### src/rtl/cmd_frame_pkg.sv
// Shared constants, state encoding and helpers for the host-side command frame serializer.
package cmd_frame_pkg;

    localparam logic [1:0] CMD_WRITE  = 2'b01;
    localparam logic [1:0] CMD_READ   = 2'b10;
    localparam logic [7:0] FRAME_TERM = 8'hFF;
    localparam logic [7:0] FILL_BYTE  = 8'h00;
    localparam logic [7:0] SUB_BYTE   = 8'hFE;
    localparam int unsigned ADDR_BYTES = 4;

    typedef enum logic [2:0] {
        StIdle,
        StCmd,
        StAddr,
        StGap,
        StData,
        StTerm
    } tx_state_e;

    // Address bytes go out LSB first; the top byte only carries the bits above 24.
    function automatic logic [7:0] addr_byte(input logic [31:0] addr, input logic [1:0] idx);
        return addr[{idx, 3'b000} +: 8];
    endfunction

endpackage

### src/rtl/cmd_tx_outreg.sv
// Single-entry valid/ready output register; accepts a new byte whenever its slot is free.
module cmd_tx_outreg (
    input  logic       clk,
    input  logic       reset_n,
    input  logic       load_valid,
    input  logic [7:0] load_data,
    input  logic       tx_ready,
    output logic [7:0] tx_data,
    output logic       tx_valid,
    output logic       slot_free
);

    logic [7:0] data_q, data_d;
    logic       valid_q, valid_d;

    assign slot_free = !valid_q || tx_ready;
    assign tx_data   = data_q;
    assign tx_valid  = valid_q;

    always_comb begin
        data_d  = data_q;
        valid_d = valid_q;
        if (slot_free) begin
            valid_d = load_valid;
            if (load_valid) begin
                data_d = load_data;
            end
        end
    end

    always_ff @(posedge clk or negedge reset_n) begin
        if (!reset_n) begin
            data_q  <= 8'h00;
            valid_q <= 1'b0;
        end else begin
            data_q  <= data_d;
            valid_q <= valid_d;
        end
    end

endmodule

### src/rtl/cmd_frame_tx.sv
// Command frame serializer: cmd byte, 4 address bytes, one idle gap, payload, 0xFF terminator.
// Optional CMD_TX_FF_GUARD_EN substitutes 0xFE for 0xFF write payload bytes and pulses err_ff.
module cmd_frame_tx
    import cmd_frame_pkg::*;
#(
    parameter int unsigned ADDR_W = 26,
    parameter int unsigned LEN_W  = 7
) (
    input  logic              clk,
    input  logic              reset_n,
    input  logic              cmd_valid,
    output logic              cmd_ready,
    input  logic [1:0]        cmd_type,
    input  logic [ADDR_W-1:0] cmd_addr,
    input  logic [LEN_W-1:0]  cmd_len,
    input  logic [7:0]        wr_data,
    input  logic              wr_valid,
    output logic              wr_ready,
    output logic [7:0]        tx_data,
    output logic              tx_valid,
    input  logic              tx_ready,
    output logic              busy,
    output logic              frame_done,
    output logic              err_ff
);

    tx_state_e         state_q, state_d;
    logic [1:0]        type_q, type_d;
    logic [ADDR_W-1:0] addr_q, addr_d;
    logic [LEN_W-1:0]  len_q, len_d;
    logic [1:0]        acnt_q, acnt_d;
    logic [LEN_W-1:0]  dcnt_q, dcnt_d;
    logic              done_q, done_d;
    logic              cmd_ready_q, cmd_ready_d;

    logic        slot_free;
    logic        load_valid;
    logic [7:0]  load_data;
    logic [7:0]  pay_byte;
    logic [31:0] addr_ext;
    logic        is_write;

    assign addr_ext   = 32'(addr_q);
    assign is_write   = (type_q == CMD_WRITE);
    assign busy       = (state_q != StIdle);
    assign frame_done = done_q;
    assign cmd_ready  = cmd_ready_q;

`ifdef CMD_TX_FF_GUARD_EN
    // A raw 0xFF in the payload would end the frame early at the parser.
    assign pay_byte = (wr_data == FRAME_TERM) ? SUB_BYTE : wr_data;
    assign err_ff   = wr_ready && wr_valid && (wr_data == FRAME_TERM);
`else
    assign pay_byte = wr_data;
    assign err_ff   = 1'b0;
`endif

    always_comb begin
        state_d    = state_q;
        type_d     = type_q;
        addr_d     = addr_q;
        len_d      = len_q;
        acnt_d     = acnt_q;
        dcnt_d     = dcnt_q;
        done_d     = 1'b0;
        load_valid = 1'b0;
        load_data  = FILL_BYTE;
        wr_ready   = 1'b0;

        // Each state names the byte currently held in the output register.
        case (state_q)
            StIdle: begin
                if (cmd_valid && cmd_ready_q) begin
                    type_d     = cmd_type;
                    addr_d     = cmd_addr;
                    len_d      = cmd_len;
                    acnt_d     = 2'd0;
                    dcnt_d     = '0;
                    load_valid = 1'b1;
                    load_data  = {6'b0, cmd_type};
                    state_d    = StCmd;
                end
            end
            StCmd: begin
                if (slot_free) begin
                    load_valid = 1'b1;
                    load_data  = addr_byte(addr_ext, 2'd0);
                    acnt_d     = 2'd0;
                    state_d    = StAddr;
                end
            end
            StAddr: begin
                if (slot_free) begin
                    if (acnt_q == 2'(ADDR_BYTES - 1)) begin
                        state_d = StGap;
                    end else begin
                        acnt_d     = acnt_q + 2'd1;
                        load_valid = 1'b1;
                        load_data  = addr_byte(addr_ext, acnt_q + 2'd1);
                    end
                end
            end
            // The gap cycle always has a free slot, so it feeds the first payload byte.
            StGap, StData: begin
                if (slot_free) begin
                    state_d = StData;
                    if (dcnt_q == len_q) begin
                        load_valid = 1'b1;
                        load_data  = FRAME_TERM;
                        state_d    = StTerm;
                    end else if (is_write) begin
                        wr_ready = 1'b1;
                        if (wr_valid) begin
                            load_valid = 1'b1;
                            load_data  = pay_byte;
                            dcnt_d     = dcnt_q + LEN_W'(1);
                        end
                    end else begin
                        load_valid = 1'b1;
                        load_data  = FILL_BYTE;
                        dcnt_d     = dcnt_q + LEN_W'(1);
                    end
                end
            end
            StTerm: begin
                if (slot_free) begin
                    done_d  = 1'b1;
                    state_d = StIdle;
                end
            end
            default: state_d = StIdle;
        endcase

        cmd_ready_d = (state_d == StIdle);
    end

    always_ff @(posedge clk or negedge reset_n) begin
        if (!reset_n) begin
            state_q     <= StIdle;
            type_q      <= 2'b00;
            addr_q      <= '0;
            len_q       <= '0;
            acnt_q      <= 2'd0;
            dcnt_q      <= '0;
            done_q      <= 1'b0;
            cmd_ready_q <= 1'b0;
        end else begin
            state_q     <= state_d;
            type_q      <= type_d;
            addr_q      <= addr_d;
            len_q       <= len_d;
            acnt_q      <= acnt_d;
            dcnt_q      <= dcnt_d;
            done_q      <= done_d;
            cmd_ready_q <= cmd_ready_d;
        end
    end

    cmd_tx_outreg u_outreg (
        .clk        (clk),
        .reset_n    (reset_n),
        .load_valid (load_valid),
        .load_data  (load_data),
        .tx_ready   (tx_ready),
        .tx_data    (tx_data),
        .tx_valid   (tx_valid),
        .slot_free  (slot_free)
    );

endmodule

### config.mk
export PLATFORM = sky130hd
export DESIGN_NAME = cmd_frame_tx
export DESIGN_NICKNAME = d
export VERILOG_FILES = /design/src/rtl/cmd_frame_pkg.sv /design/src/rtl/cmd_tx_outreg.sv /design/src/rtl/cmd_frame_tx.sv
export SDC_FILE = /design/constraint.sdc
export NUM_CORES = 1
export LEC_CHECK = 0
export BUFFER_PORTS_ARGS = -buffer_cell sky130_fd_sc_hd__buf_2
export CAP_MARGIN = 20
export CORE_ASPECT_RATIO = 1.25
export CORE_MARGIN = 3
export CORE_UTILIZATION = 45
export DETAILED_ROUTE_END_ITERATION = 12
export GPL_TIMING_DRIVEN = 1
export PLACE_DENSITY = 0.76
export SYNTH_ARGS = -nofsm -noshare
export SYNTH_HDL_FRONTEND = slang
export SYNTH_SLANG_ARGS = --single-unit
### constraint.sdc
create_clock -name clk -period 4.4 [get_ports clk]
set_input_delay 0.66 -clock clk [delete_from_list [all_inputs] [get_ports clk]]
set_output_delay 0.66 -clock clk [all_outputs]
set_load 0.01 [all_outputs]
==> results.md, run 1 <==
* Sw Ratio at 38.2%
* Worst EP arrival at 2.11 ns
* Fraction of registers with async set/reset at 100%
* Worst slew pin tran at 0.949 ns
* Logic pwr share at 40.7%
* CTS tree: done
* Routed len/inst at 14.4 um
* TNS Setup at 0 ns
* FILL cells at 562
* Antenna violations before repair at 0
* Worst IR Drop VDD at 0.335 mV
* Ys flop type: dfrtp_1
* Period Utilization, post-route at 63.0%
* Final setup viols at 0
* Most common cell after layout, fill and taps aside: nand2_1
* Top cells by area, synth: dfrtp_1, nand2_1, mux2_4
* Synth unique cells at 45
* Root Buffer: clkbuf_8
* Synth Area per Inst at 9.24 um^2
* P_leak at 1.86 nW
* Final net count at 434
* DR DRC count at 0
* Row count at 32
* Synth top area share at 47.8%
* Vias post-DR at 2473
* Pin count of the biggest net entering global routing at 59
* Net switching power of the design at 935 uW
* Worst Hold Class: in2async
* Clock Tree Buf Depth at 2
* Most frequent cells in the layout: nand2_1, buf_2, dfrtp_1
* Die H at 97.9 um
* Slew Limit Headroom at 36.6%
* Reg power frac at 39.4%
* Placed insts at 458
* Final hold vios at 0
* GR Overflow Total at 0
* Post-DRT Antenna Nets at 0
* Clock Power Share at 19.9%
* Core Area at 6370 um^2
* EDFF count, synth at 0
* R2R depth at 6
* Post-synthesis cell count at 329
* Final HPWL DP at 4770 um
* Hold_buf cts at 0
* DIE AREA at 7780 um^2
* Number of top-level pins at 62
* Fmax at 361 MHz
* Clock transition at the registers of the reported paths at 0.07 ns
* Final core utilization at 55.7%
* Worst skew pair latency at 0.34 ns
* RSZ-0062 raised after global routing: no
* Crit Path Class: reg2out
* DR iter-0 viols at 209
* Final wirelength at 6800 um
* Synth Net Count at 379
* Post-synth top area cell: dfrtp_1
* RD Place Congestion at 0.849
* Crit-path max FO at 19
* Post-CTS Resized at 0
* Cts bufs inserted at 9
* Share of cells above drive strength 1 at 26.4%
* Yosys reg bits at 58
* Antenna cells at 0
* Finished Layout Cells at 472
* Max_cap viols at 0
* Layout area overhead at 16.8%
* Initial core utilization at 47.7%
* Mapped cell area at 3040 um^2
* Max H-tree Level at 3
* Final min period at 2.77 ns
* Ys Warns at 0
* Sequential element share of the synthesized area at 47.8%
* Status: completed
* 1st-pass router iterations at 4
* Crit. End Element: output port
* # Post-CTS Setup Buffers at 0
* Slew Limit Fails at 0
* Vias in the first global route at 2415
* Startpoint Class: flip-flop
* CTS sink count at 58
* First-pass GRT wire length at 11300 um
* Die width at 79.5 um
* Int Power at 1.51 mW
* Port Buffers at 60
* Total track usage at 18.6%
* Hold WS at 0.459 ns
* Pwr Total at 2.45 mW
* Vias per inst at 5.24
* Clock skew at 0.0114 ns
* Worst path required time at 3.74 ns
* PD cells at 690 nW/um^2
power by group through the flow:
stage | clock, mW | combinational (mW) | sequential (mW)
detailed placement | 0 | 0.997 | 0.973
global route | 0.519 | 1.12 | 1.00
CTS | 0.492 | 1.00 | 0.963
floorplan | 0 | 0.850 | 0.897
finish | 0.487 | 0.997 | 0.964
global placement | 0 | 0.967 | 0.959
flip-flops by register name, summed over array words and instances, names as in the netlist:
register and flops:
acnt_q 2, cmd_ready 1, len_q 7, u_outreg.tx_data 8, type_q 2, u_outreg.tx_valid 1, addr_q 26, dcnt_q 7
frame_done 1, state_q 3
per-layer routing:
metal / global-route usage, % / part of all wire, % / vias up
met1: 25.0 / 47 / 1174
met2: 28.4 / 46 / 65
met5: 0 / 0 / -
met3: 4.43 / 4.8 / 9
li1: - / - / 1225
met4: 8.20 / 2.0 / 0
per-stage QoR:
| step | setup slack, ns | area (um^2) |
|---|---|---|
| 6_report | 1.63 | 3550 |
| 5_1_grt | 1.54 | 3550 |
| 4_1_cts | 1.63 | 3550 |
| 3_5_place_dp | 2.00 | 3360 |
| 2_1_floorplan | 2.31 | 3040 |
| 3_3_place_gp | 2.05 | 3360 |
synthesized netlist by cell type (6+ instances only):
master,number
nand3_1,10
clkbuf_1,9
dfrtp_1,58
nor2_1,9
mux2_2,8
mux2_4,8
nor3_1,6
nand2_1,127
a21oi_1,7
xor2_1,8
a22o_1,6
path summary, 6_finish.rpt:
path,startpoint,end,slack (ns)
setup / recovery,state_q[2],wr_ready,1.63
hold / removal,reset_n,dcnt_q[4],0.46
setup reg to reg,state_q[1],u_outreg.tx_data[0],1.93
hold reg to reg,addr_q[10],addr_q[10],0.47
max in group asynchronous,reset_n,acnt_q[1],3.44
min in group clk,addr_q[10],addr_q[10],0.47
worst max-delay path: stages (launching register included):
cell	delay (ns)
dfrtp_1	0.66
or3b_4	0.47
a221o_1	0.39
nor2_1	0.11
buf_2	0.14
cell families after synthesis:
logic type / after synthesis / synth area share [%]
buf+inv: 23 / 4.24
simple gates: 179 / 26.4
xor+xnor: 8 / 2.31
compound gates: 36 / 8.60
other cells: 1 / 0.123
fa+ha+maj: 2 / 0.823
mux: 22 / 9.72
flops: 58 / 47.8
layout make-up:
cell class | instances | area (um^2) | area share [%]
clock buffer | 11 | 151 | 4.27
clock inverter | 3 | 40.0 | 1.13
inverter | 4 | 15.0 | 0.423
multi-input combinational | 248 | 1460 | 41.2
sequential | 58 | 1450 | 40.9
tap | 85 | 106 | 3.00
timing repair buffer | 63 | 323 | 9.10
Note: power is estimated with default switching activity, not from simulation.
==> inputs of run 2 (changes only) <==
==> constraint.sdc (replaced) <==
create_clock -name clk -period 2.55 [get_ports clk]
set_input_delay 0.3825 -clock clk [delete_from_list [all_inputs] [get_ports clk]]
set_output_delay 0.3825 -clock clk [all_outputs]
set_load 0.01 [all_outputs]
==> run 2 against run 1 <==
Utilization up 1.5 points. Wire length up 1.7%. Count of clock-buffer cells in the layout down 2. Combinational power up 85%. Total power up 81%. Non-clock buffer count up 6.
==> results.md, run 2 (synthesis gave the netlist of run 1 again) <==
* Final hold vios at 0 (unchanged)
* Max FFs per register at 26 (unchanged)
* Pwr Total at 4.42 mW (was 2.45 mW)
* RD Place Congestion at 0.876 (was 0.849)
* Placed cell area at 3410 um^2 (was 3360 um^2)
* Crit-path max FO at 14 (was 19)
* Number of top-level pins at 62 (unchanged)
* # Post-CTS Setup Buffers at 0 (unchanged)
* Post-CTS Resized at 0 (unchanged)
* Final core utilization at 57.2% (was 55.7%)
* Routed len/inst at 14.4 um (about the same)
* Cts bufs inserted at 9 (unchanged)
* Fmax at 412 MHz
* Hold_buf cts at 0 (unchanged)
* Pre-CTS WS at 0.321 ns (was 2.00 ns)
* Status: completed (unchanged)
* Slew Limit Headroom at 60.2% (was 36.6%)
* CTS sink count at 58 (unchanged)
* Most frequent cells in the layout: nand2_1, buf_2, dfrtp_1 (unchanged)
* Hold WS at 0.0375 ns (was 0.459 ns)
* Period Utilization, post-route at 95.2%
* Worst EP arrival at 2.04 ns (was 2.11 ns)
* Reg-to-reg slack, setup at 0.29 ns (was 1.93 ns)
* Core Area at 6370 um^2 (unchanged)
* Post-DRT Antenna Nets at 0 (unchanged)
* Most common cell after layout, fill and taps aside: nand2_1 (unchanged)
* Vias per inst at 5.29 (was 5.24)
* Clock Tree Buf Depth at 2 (unchanged)
* Placed insts at 464 (was 458)
* Worst setup endpoint: wr_ready (unchanged)
* Final net count at 440 (was 434)
* Final wirelength at 6920 um (was 6800 um)
* Reg2reg end: u_outreg.tx_data[1] (was u_outreg.tx_data[0])
* Max_cap viols at 0 (unchanged)
* Die H at 97.9 um (unchanged)
* Root Buffer: clkbuf_8 (unchanged)
* Startpoint Class: flip-flop (unchanged)
* Initial core utilization at 47.7% (unchanged)
* R2R depth at 5 (was 6)
* Final min period at 2.43 ns
* Total track usage at 19.4% (was 18.6%)
* Row count at 32 (unchanged)
* Layout area overhead at 19.8% (was 16.8%)
* Final setup viols at 0 (unchanged)
* Clock transition at the registers of the reported paths at 0.07 ns (about the same)
* Share of cells above drive strength 1 at 27.8% (was 26.4%)
* Final HPWL DP at 5000 um (was 4770 um)
* Max H-tree Level at 3 (unchanged)
* Worst skew pair latency at 0.35 ns (was 0.34 ns)
* Finished Layout Cells at 480 (was 472)
* P_leak at 1.91 nW (was 1.86 nW)
* Slew Limit Fails at 0 (unchanged)
* Vias post-DR at 2537 (was 2473)
* First-pass GRT wire length at 11600 um (was 11300 um)
* Worst setup path start: state_q[0] (was state_q[2])
* Crit. End Element: output port (unchanged)
* Worst path required time at 2.17 ns (was 3.74 ns)
* PD cells at 1210 nW/um^2 (was 690 nW/um^2)
* Port Buffers at 60 (unchanged)
* Clock skew at 0.0158 ns (was 0.0114 ns)
* Vias in the first global route at 2385 (was 2415)
* RSZ-0062 raised after global routing: no (unchanged)
* 1st-pass router iterations at 4 (unchanged)
* Final instance area at 3640 um^2 (was 3550 um^2)
* Antenna violations before repair at 0 (unchanged)
* Pin count of the biggest net entering global routing at 40 (was 59)
* Antenna cells at 0 (unchanged)
* Reg-to-Reg Start: dcnt_q[4] (was state_q[1])
* Largest register by flop count: addr_q (unchanged)
* Worst IR Drop VDD at 0.465 mV (was 0.335 mV)
* Crit Path Class: reg2out (unchanged)
* GR Overflow Total at 0 (unchanged)
* DR iter-0 viols at 186 (was 209)
* Worst Hold Class: in2async (unchanged)
* DR DRC count at 0 (unchanged)
* Final Worst Setup Slack at 0.124 ns (was 1.63 ns)
* Die width at 79.5 um (unchanged)
* Worst slew pin tran at 0.597 ns (was 0.949 ns)
* CTS tree: done (unchanged)
* DIE AREA at 7780 um^2 (unchanged)
* TNS Setup at 0 ns (unchanged)
[run 2: worst max-delay path: stages (launching register included)]
cell and delay [ns]:
dfrtp_1 0.53, or3b_4 0.47, a221o_1 0.39, nor2_1 0.15
buf_2 0.15
[run 2: power breakdown]
| group | internal (mW) | switching, mW | leakage (nW) | total, mW |
|---|---|---|---|---|
| Sequential | 1.30 | 0.319 | 0.746 | 1.62 |
| Combinational | 0.865 | 0.973 | 1.05 | 1.84 |
| Clock | 0.557 | 0.401 | 0.110 | 0.958 |
[run 2: layer usage]
layer	vias to the layer above	track usage (%)	part of all wire, %
met2	81	27.6	45
met5	-	0	0
met4	0	10.6	3.1
met3	18	4.34	5.1
met1	1198	27.3	46
li1	1240	-	-
[run 2: layout make-up]
class | count | area (um^2)
fillers | 585 | 2730
multi-input cells | 248 | 1460
flip-flops and latches | 58 | 1450
repair buffers | 69 | 380
clock buffers | 9 | 124
well taps | 85 | 106
clock inverters | 7 | 103
inverters | 4 | 15.0
[run 2: worst min path at each step]
stage	startpoint	end	slack, ns
2_1_floorplan	reset_n	acnt_q[0]	0.09
3_3_place_gp	reset_n	dcnt_q[6]	0.41
3_5_place_dp	reset_n	dcnt_q[6]	0.42
4_1_cts	reset_n	dcnt_q[5]	0.04
5_1_grt	reset_n	dcnt_q[6]	0.08
6_report	reset_n	dcnt_q[5]	0.04
==> inputs of run 3 (changes only) <==
--- a/config.mk
+++ b/config.mk
@@ -9,10 +9,10 @@
 export CAP_MARGIN = 20
 export CORE_ASPECT_RATIO = 1.25
 export CORE_MARGIN = 3
-export CORE_UTILIZATION = 45
+export CORE_UTILIZATION = 39
 export DETAILED_ROUTE_END_ITERATION = 12
 export GPL_TIMING_DRIVEN = 1
-export PLACE_DENSITY = 0.76
+export PLACE_DENSITY = 0.68
 export SYNTH_ARGS = -nofsm -noshare
 export SYNTH_HDL_FRONTEND = slang
 export SYNTH_SLANG_ARGS = --single-unit
==> run 3 against run 2 <==
Critical path depth unchanged. Sequential cell count unchanged. Wire length down 0.48%. First-iteration DRC count up 1.1%. Global-route usage down 2.9 points. Via count down 3.1%. Utilization down 8.3 points. Sequential power about the same. Worst hold slack better by 0.0087 ns. Register-to-register slack better by 0.15 ns. Critical path type unchanged. Largest power group unchanged. Count of clock-buffer cells in the layout unchanged.
==> results.md, run 3 (synthesis gave the netlist of run 1 again) <==
* Initial core utilization at 40.6% (was 47.7%)
* 1st-pass router iterations at 4 (unchanged)
* Post-DRT Antenna Nets at 0 (unchanged)
* Max FFs per register at 26 (unchanged)
* Reg power frac at 36.4% (was 36.7%)
* Crit Path Class: reg2out (unchanged)
* Slew Limit Fails at 0 (unchanged)
* Final Worst Setup Slack at 0.121 ns (was 0.124 ns)
* Clock transition at the registers of the reported paths at 0.07 ns (about the same)
* Placed insts at 471 (was 464)
* Int Power at 2.81 mW (was 2.73 mW)
* Final net count at 440 (unchanged)
* Port Buffers at 60 (unchanged)
* Root Buffer: clkbuf_8 (unchanged)
* Vias post-DR at 2459 (was 2537)
* Share of cells above drive strength 1 at 27.8% (unchanged)
* Total track usage at 16.5% (was 19.4%)
* Worst EP arrival at 2.05 ns (was 2.04 ns)
* DIE AREA at 8890 um^2 (was 7780 um^2)
* CTS sink count at 58 (unchanged)
* Worst skew pair latency at 0.34 ns (was 0.35 ns)
* Most common cell after layout, fill and taps aside: nand2_1 (unchanged)
* Sw Ratio at 36.9% (was 38.3%)
* Die H at 105 um (was 97.9 um)
* Max_cap viols at 0 (unchanged)
* Pin count of the biggest net entering global routing at 40 (unchanged)
* Net switching power of the design at 1.64 mW (was 1.69 mW)
* Vias in the first global route at 2378 (was 2385)
* Period Utilization, post-route at 95.2% (about the same)
* Slew Limit Headroom at 36.9% (was 60.2%)
* Final wirelength at 6880 um (was 6920 um)
* Antenna violations before repair at 0 (unchanged)
* # Post-CTS Setup Buffers at 0 (unchanged)
* Worst IR Drop VDD at 0.565 mV (was 0.465 mV)
* GR Overflow Total at 0 (unchanged)
* DR iter-0 viols at 188 (was 186)
* Post-CTS Resized at 0 (unchanged)
* Final HPWL DP at 5170 um (was 5000 um)
* Number of top-level pins at 62 (unchanged)
* Worst Hold Class: in2async (unchanged)
* Max H-tree Level at 3 (unchanged)
* Layout area overhead at 20.6% (was 19.8%)
* First-pass GRT wire length at 11600 um (about the same)
* Vias per inst at 5.05 (was 5.29)
* Clock Tree Buf Depth at 2 (unchanged)
* Crit. End Element: output port (unchanged)
* Worst path required time at 2.17 ns (about the same)
* Finished Layout Cells at 487 (was 480)
* Antenna cells at 0 (unchanged)
* Hold WS at 0.0462 ns (was 0.0375 ns)
* Status: completed (unchanged)
* Final core utilization at 48.9% (was 57.2%)
* Clock skew at 0.0118 ns (was 0.0158 ns)
* Pwr Total at 4.46 mW (was 4.42 mW)
* Routed len/inst at 14.1 um (was 14.4 um)
* Hold_buf cts at 0 (unchanged)
* P_leak at 1.92 nW (was 1.91 nW)
* Final instance area at 3660 um^2 (was 3640 um^2)
* Pre-CTS WS at 0.469 ns (was 0.321 ns)
* DR DRC count at 0 (unchanged)
* RD Place Congestion at 0.870 (was 0.876)
* TNS Setup at 0 ns (unchanged)
* Placed cell area at 3420 um^2 (was 3410 um^2)
* Final hold vios at 0 (unchanged)
* Row count at 35 (was 32)
* PD cells at 1220 nW/um^2 (was 1210 nW/um^2)
* Logic pwr share at 40.5% (was 41.6%)
* Core Area at 7490 um^2 (was 6370 um^2)
* Largest register by flop count: addr_q (unchanged)
* Fmax at 412 MHz (about the same)
* Startpoint Class: flip-flop (unchanged)
* Worst slew pin tran at 0.945 ns (was 0.597 ns)
* Most frequent cells in the layout: nand2_1, buf_2, dfrtp_1 (unchanged)
* Final min period at 2.43 ns (about the same)
* Crit-path max FO at 14 (unchanged)
* Clock Power Share at 23.0% (was 21.7%)
* Die width at 85.0 um (was 79.5 um)
* RSZ-0062 raised after global routing: no (unchanged)
* Final setup viols at 0 (unchanged)
* Cts bufs inserted at 9 (unchanged)
* CTS tree: done (unchanged)
run 3: final timing paths:
kind                            startpoint                   to  slack [ns]  cells after the start
worst max-delay path            state_q[0]             wr_ready        0.12                      4
worst min-delay path               reset_n           addr_q[17]        0.05                      1
worst max register to register   dcnt_q[0]  u_outreg.tx_data[2]        0.44                      5
worst min register to register   type_q[1]            type_q[1]        0.47                      2
max in group asynchronous          reset_n  u_outreg.tx_data[6]        1.93                      2
min in group clk                cmd_len[6]             len_q[6]        0.22                      3
run 3: per-layer routing:
layer | vias to the layer above | track usage (%) | part of all wire, % | routed length, um
met4 | 0 | 7.92 | 2.0 | 140
met3 | 10 | 4.42 | 4.4 | 306
met5 | - | 0 | 0 | 0
met1 | 1155 | 23.1 | 47 | 3260
li1 | 1239 | - | - | -
met2 | 55 | 23.6 | 46 | 3180
run 3: worst max-delay path, cell delays in order (launching register included):
cell and delay [ns]:
dfrtp_1 0.52, or3b_4 0.46, a221o_1 0.40, nor2_1 0.17, buf_2 0.16
run 3: final cells by class:
| cell class | count | area, um^2 |
|---|---|---|
| Fill cell | 730 | 3820 |
| Multi-Input combinational cell | 248 | 1460 |
| Sequential cell | 58 | 1450 |
| Timing Repair Buffer | 69 | 380 |
| Clock buffer | 9 | 124 |
| Clock inverter | 7 | 118 |
| Tap cell | 92 | 115 |
| Inverter | 4 | 15.0 |
run 3: power by group through the flow:
| stage | combinational (mW) | clock [mW] | sequential (mW) |
|---|---|---|---|
| 4_1_cts | 1.82 | 1.06 | 1.63 |
| 3_3_place_gp | 1.77 | 0 | 1.63 |
| 5_1_grt | 2.02 | 1.09 | 1.68 |
| 2_1_floorplan | 1.47 | 0 | 1.55 |
| 3_5_place_dp | 1.82 | 0 | 1.64 |
| 6_report | 1.81 | 1.03 | 1.63 |
